===== config.mk =====
export PLATFORM = sky130hd
export DESIGN_NAME = fetch_stage
export DESIGN_NICKNAME = d
export VERILOG_FILES = /design/src/rtl/fetch_pkg.sv /design/src/rtl/fetch_stage_if_id.sv /design/src/rtl/fetch_stage.sv
export SDC_FILE = /design/constraint.sdc
export NUM_CORES = 1
export LEC_CHECK = 0
export ABC_AREA = 1
export CAP_MARGIN = 20
export CORE_MARGIN = 2
export CORE_UTILIZATION = 44
export CTS_CLUSTER_DIAMETER = 60
export DETAILED_ROUTE_END_ITERATION = 6
export PLACE_DENSITY = 0.7
export SKIP_LAST_GASP = 1
export SLEW_MARGIN = 15
export SYNTH_ARGS = -nofsm -noshare
export SYNTH_HDL_FRONTEND = slang
export SYNTH_HIERARCHICAL = 1
export SYNTH_SLANG_ARGS = --single-unit

===== constraint.sdc =====
create_clock -name clk -period 2.7 [get_ports clk]
set_input_delay 0.54 -clock clk [delete_from_list [all_inputs] [get_ports clk]]
set_output_delay 0.54 -clock clk [all_outputs]
set_load 0.05 [all_outputs]

===== src/rtl/fetch_pkg.sv =====
// fetch_pkg: shared state encoding, NOP and opcode constants for fetch and decode
package fetch_pkg;
  typedef enum logic [1:0] {IDLE, REQ, WAIT, HOLD} state_t;
  localparam logic [31:0] NOP_INSTR = 32'h0000_0013;
  localparam logic [6:0] OP_LOAD   = 7'b0000011;
  localparam logic [6:0] OP_STORE  = 7'b0100011;
  localparam logic [6:0] OP_RTYPE  = 7'b0110011;
  localparam logic [6:0] OP_BRANCH = 7'b1100011;
  localparam logic [6:0] OP_IALU   = 7'b0010011;
  localparam logic [6:0] OP_JAL    = 7'b1101111;
  localparam logic [6:0] OP_JALR   = 7'b1100111;
  localparam logic [6:0] OP_LUI    = 7'b0110111;
endpackage


===== src/rtl/fetch_stage_if_id.sv =====
// if_id_reg: IF/ID pipeline register with valid/ready, load/consume/flush and PC+4
module if_id_reg
  import fetch_pkg::*;
#(
  parameter int XLEN = 32
) (
  input  logic            clk,
  input  logic            reset,
  input  logic            load,
  input  logic            flush,
  input  logic            ready,
  input  logic [31:0]     next_instr,
  input  logic [XLEN-1:0] next_pc,
  output logic            valid,
  output logic [31:0]     instr,
  output logic [6:0]      op,
  output logic [XLEN-1:0] pc,
  output logic [XLEN-1:0] pcplus4
);
  always_ff @(posedge clk) begin
    if (reset) begin
      valid   <= 1'b0;
      instr   <= NOP_INSTR;
      pc      <= '0;
      pcplus4 <= '0;
    end else if (load && !flush) begin
      valid   <= 1'b1;
      instr   <= next_instr;
      pc      <= next_pc;
      pcplus4 <= next_pc + XLEN'(4);
    end else if (flush || ready) begin
      valid   <= 1'b0;
    end
  end
  assign op = instr[6:0];
endmodule


===== src/rtl/fetch_stage.sv =====
// fetch_stage: PC owner issuing single-outstanding imem fetches into an IF/ID register
module fetch_stage
  import fetch_pkg::*;
#(
  parameter int              XLEN     = 32,
  parameter logic [XLEN-1:0] RESET_PC = '0
) (
  input  logic            clk,
  input  logic            reset,
  output logic            imem_req,
  output logic [XLEN-1:0] imem_addr,
  input  logic            imem_gnt,
  input  logic            imem_rvalid,
  input  logic [31:0]     imem_rdata,
  input  logic            redirect,
  input  logic [XLEN-1:0] redirect_pc,
  output logic            id_valid,
  input  logic            id_ready,
  output logic [31:0]     id_instr,
  output logic [6:0]      id_op,
  output logic [XLEN-1:0] id_pc,
  output logic [XLEN-1:0] id_pcplus4
);
  state_t          state, state_n;
  logic [XLEN-1:0] pc, req_pc, hold_pc;
  logic [31:0]     hold_instr;
  logic            drop, free, grant, resp, load;
  assign free  = !id_valid || id_ready;
  assign grant = state == REQ && imem_gnt;
  assign resp  = state == WAIT && imem_rvalid;
  assign load  = !redirect && ((resp && !drop && free) || (state == HOLD && free));
  always_ff @(posedge clk) begin
    if (reset) state <= IDLE;
    else       state <= state_n;
  end
  always_comb begin
    state_n = state;
    case (state)
      IDLE:    state_n = REQ;
      REQ:     state_n = imem_gnt ? WAIT : REQ;
      WAIT:    state_n = !imem_rvalid ? WAIT : (redirect || drop || free) ? REQ : HOLD;
      HOLD:    state_n = (redirect || free) ? REQ : HOLD;
      default: state_n = IDLE;
    endcase
  end
  always_comb begin
    imem_req  = state == REQ;
    imem_addr = pc;
  end
  // drop marks an in-flight request that a redirect turned into wrong-path work
  always_ff @(posedge clk) begin
    if (reset) begin
      pc         <= RESET_PC;
      req_pc     <= '0;
      drop       <= 1'b0;
      hold_instr <= '0;
      hold_pc    <= '0;
    end else begin
      if (grant) req_pc <= pc;
      if (redirect) pc <= {redirect_pc[XLEN-1:2], 2'b00};
      else if (grant) pc <= pc + XLEN'(4);
      drop <= redirect ? (grant || (state == WAIT && !imem_rvalid)) : (resp ? 1'b0 : drop);
      if (resp && !drop && !free) begin
        hold_instr <= imem_rdata;
        hold_pc    <= req_pc;
      end
    end
  end
  if_id_reg #(.XLEN(XLEN)) u_if_id (
    .clk        (clk),
    .reset      (reset),
    .load       (load),
    .flush      (redirect),
    .ready      (id_ready),
    .next_instr (resp ? imem_rdata : hold_instr),
    .next_pc    (resp ? req_pc : hold_pc),
    .valid      (id_valid),
    .instr      (id_instr),
    .op         (id_op),
    .pc         (id_pc),
    .pcplus4    (id_pcplus4)
  );
endmodule

==> results.json <==
{
  "status": "completed",
  "final_nets": 1794,
  "port_buffers": 202,
  "routed_wl_mm": 27.9,
  "htree_levels": 1,
  "clkSlewWorstSetupHoldPaths_ns": 0.06,
  "pwr-share-seq_pct": 44.9,
  "max_freq_mhz": 401,
  "dp_hpwl_mm": 19.6,
  "gr-total-overflow": 0,
  "maxUsedRoutingLayer": "met4",
  "worstReg2RegStart": "state[1]",
  "clockPowerShare_pct": 46.4,
  "postSynthCellCount": 1505,
  "period_share_pct": 92.3,
  "max-slew-margin-rel_pct": 62.0,
  "synthTopCellsByArea": "dfxtp_1, nand2_1, o21ai_0",
  "drt_iter0_markers": 656,
  "ys_warn_count": 6,
  "critPathArrivalTime_ns": 1.95,
  "cts_buffer_depth": 3,
  "async_reset_ff_share_pct": 0,
  "die-area_mm2": 0.0253,
  "ant_nets": 0,
  "wl_met3_mm": 1.93,
  "diodes": 0,
  "grt_pass1_wl_mm": 46.0,
  "wl_met2_mm": 12.2,
  "period_minus_slack_ns": 2.49,
  "cp-start-kind": "flip-flop",
  "timing.rr.end": "u_if_id/pcplus4[24]",
  "met1_length_mm": 13.4,
  "drc": 0,
  "vias_per_cell": 4.93,
  "hp-class": "flip-flop to flip-flop",
  "clk_latency_ns": 0.52,
  "power_leakage_uw": 0.00559,
  "die_w_um": 159,
  "synth_seq_area_share_pct": 41.7,
  "numCtsBuffers": 25,
  "core_mm2": 0.0235,
  "pin_count": 207,
  "ctsResizeCount": 0,
  "gp_congestion": 0.888,
  "drive_above_1_share_pct": 11.9,
  "ys_seq_elements": 220,
  "cts-root-buf": "clkbuf_16",
  "place_ws_ns": -0.110,
  "wire_per_inst_um": 13.6,
  "cts_setup_buffers": 0,
  "power.internal_uw": 5680,
  "power_density_mw_per_mm2": 541,
  "start_util_pct": 44.9,
  "syn2layout_area_growth_pct": 31.8,
  "ff2ff_setup_slack_ns": 0.41,
  "cap_violations": 0,
  "hold_violations": 0,
  "grt_pass1_vias": 9359,
  "finalMaxSlewViolations": 0,
  "setup-tns-final_ns": 0,
  "synth_area_leader_cell": "dfxtp_1",
  "synthFlopType": "dfxtp_1",
  "p_switching_uw": 1860,
  "r2r_cells": 10,
  "layout_common_cells": "nand2_1, dfxtp_1, o21ai_0, clkdlybuf4s50_1, nor2_1",
  "grt_antenna_before_repair": 0,
  "cts_sinks": 220,
  "setup_viol": 0,
  "critical_path_class": "flip-flop to output port",
  "grt_max_degree": 66,
  "worst_ir_drop_vdd_mv": 0.398,
  "synth_edf_count": 0,
  "synth.distinct_cells": 39,
  "critPathLaunch": "state[1]",
  "setup_slack_ns": 0.207,
  "required_ns": 2.16,
  "rsz0062_at_grt": "no",
  "synth_top_area_share_pct": 41.7,
  "final_common_cell": "nand2_1",
  "first_pass_iters": 6,
  "grt_use_total_pct": 21.4,
  "final_util_pct": 59.2,
  "combPwrFrac_pct": 8.8,
  "ctsHoldBuffers": 0,
  "fin_cells": 2059,
  "swShare_pct": 24.7,
  "syn_area_mm2": 0.0106,
  "crit_fanout": 5,
  "dp_cells": 2014,
  "cts_tree": "yes",
  "max_slew.worst_pin.slew_ns": 0.570,
  "vias": 10100,
  "fin_skew_ns": 0.0120,
  "num_rows": 56,
  "die_h_um": 159,
  "worstSetupEndpoint": "imem_req",
  "avgSynthCellArea_um2": 7.02,
  "endpoint_kind": "output port"
}
[power groups by stage]
stage / clock network [µW] / registers [µW] / logic, µW
2_1_floorplan: 0 / 3560 / 280
3_5_place_dp: 0 / 3450 / 660
4_1_cts: 3560 / 3380 / 664
5_1_grt: 3700 / 3390 / 720
3_3_place_gp: 0 / 3450 / 654
6_report: 3500 / 3380 / 662
[synth_stat cells, types with 10 or more instances]
library cell and count:
o21ai_0 210, dfxtp_1 220, nand2_1 323, a211oi_1 10, nand3_1 75, inv_1 150, buf_4 14, nor2_1 195
a21oi_2 52, clkbuf_1 40, xor2_1 12, buf_2 23, nor2_4 10, a21oi_1 92
[worst min-delay path by stage]
stage,start,endpoint,slack [ns],depth (start not counted)
2_1_floorplan,req_pc[2],hold_pc[2],0.44,2
3_3_place_gp,req_pc[2],req_pc[2],0.45,2
3_5_place_dp,req_pc[2],req_pc[2],0.46,2
4_1_cts,req_pc[2],req_pc[2],0.46,2
5_1_grt,u_if_id/pc[27],u_if_id/pc[27],0.50,2
6_report,u_if_id/pc[27],u_if_id/pc[27],0.46,2
[sequential cells by signal (all words and copies together) (netlist names)]
signal           cells
state                2
hold_pc             30
imem_addr           30
drop                 1
u_if_id/pc          32
u_if_id/pcplus4     30
u_if_id/valid        1
hold_instr          32
u_if_id/instr       32
req_pc              30
[worst max-delay path, stage by stage, from the launching register on]
cell,delay [ns]
dfxtp_1,0.39
nor2_4,0.20
clkdlybuf4s50_1,0.85
[per-stage QoR]
step	hold slack [ns]	cell area (µm²)	total power (µW)
2_1_floorplan	0.439	10600	3840
6_report	0.460	13900	7540
3_3_place_gp	0.450	13100	4110
4_1_cts	0.465	13900	7600
5_1_grt	0.496	13900	7810
3_5_place_dp	0.455	13100	4110
[cell families (layout without fill, tap and decap cells)]
| kind of cell | Yosys count | after routing | share of synthesized area (%) |
|---|---|---|---|
| simple gates | 633 | 633 | 25.1 |
| xor+xnor | 17 | 17 | 1.41 |
| compound gates | 381 | 381 | 20.4 |
| fa+ha+maj | 2 | 2 | 0.237 |
| other cells | 1 | 4 | 0.0355 |
| flops | 220 | 220 | 41.7 |
| buf+inv | 251 | 483 | 11.2 |
[per-layer routing]
metal	vias to the layer above	track usage (%)
li1	5253	-
met1	4506	30.8
met2	350	33.7
met3	34	3.52
met4	0	4.79
met5	-	0
[layout make-up]
class                   instances  area, µm²
fillers                      2218       9610
multi-input cells            1037       4990
flip-flops and latches        220       4400
repair buffers                283       2700
clock buffers                  34        699
inverters                     155        584
well taps                     319        399
clock inverters                11        155
Note: power is estimated with default switching activity, not from simulation.
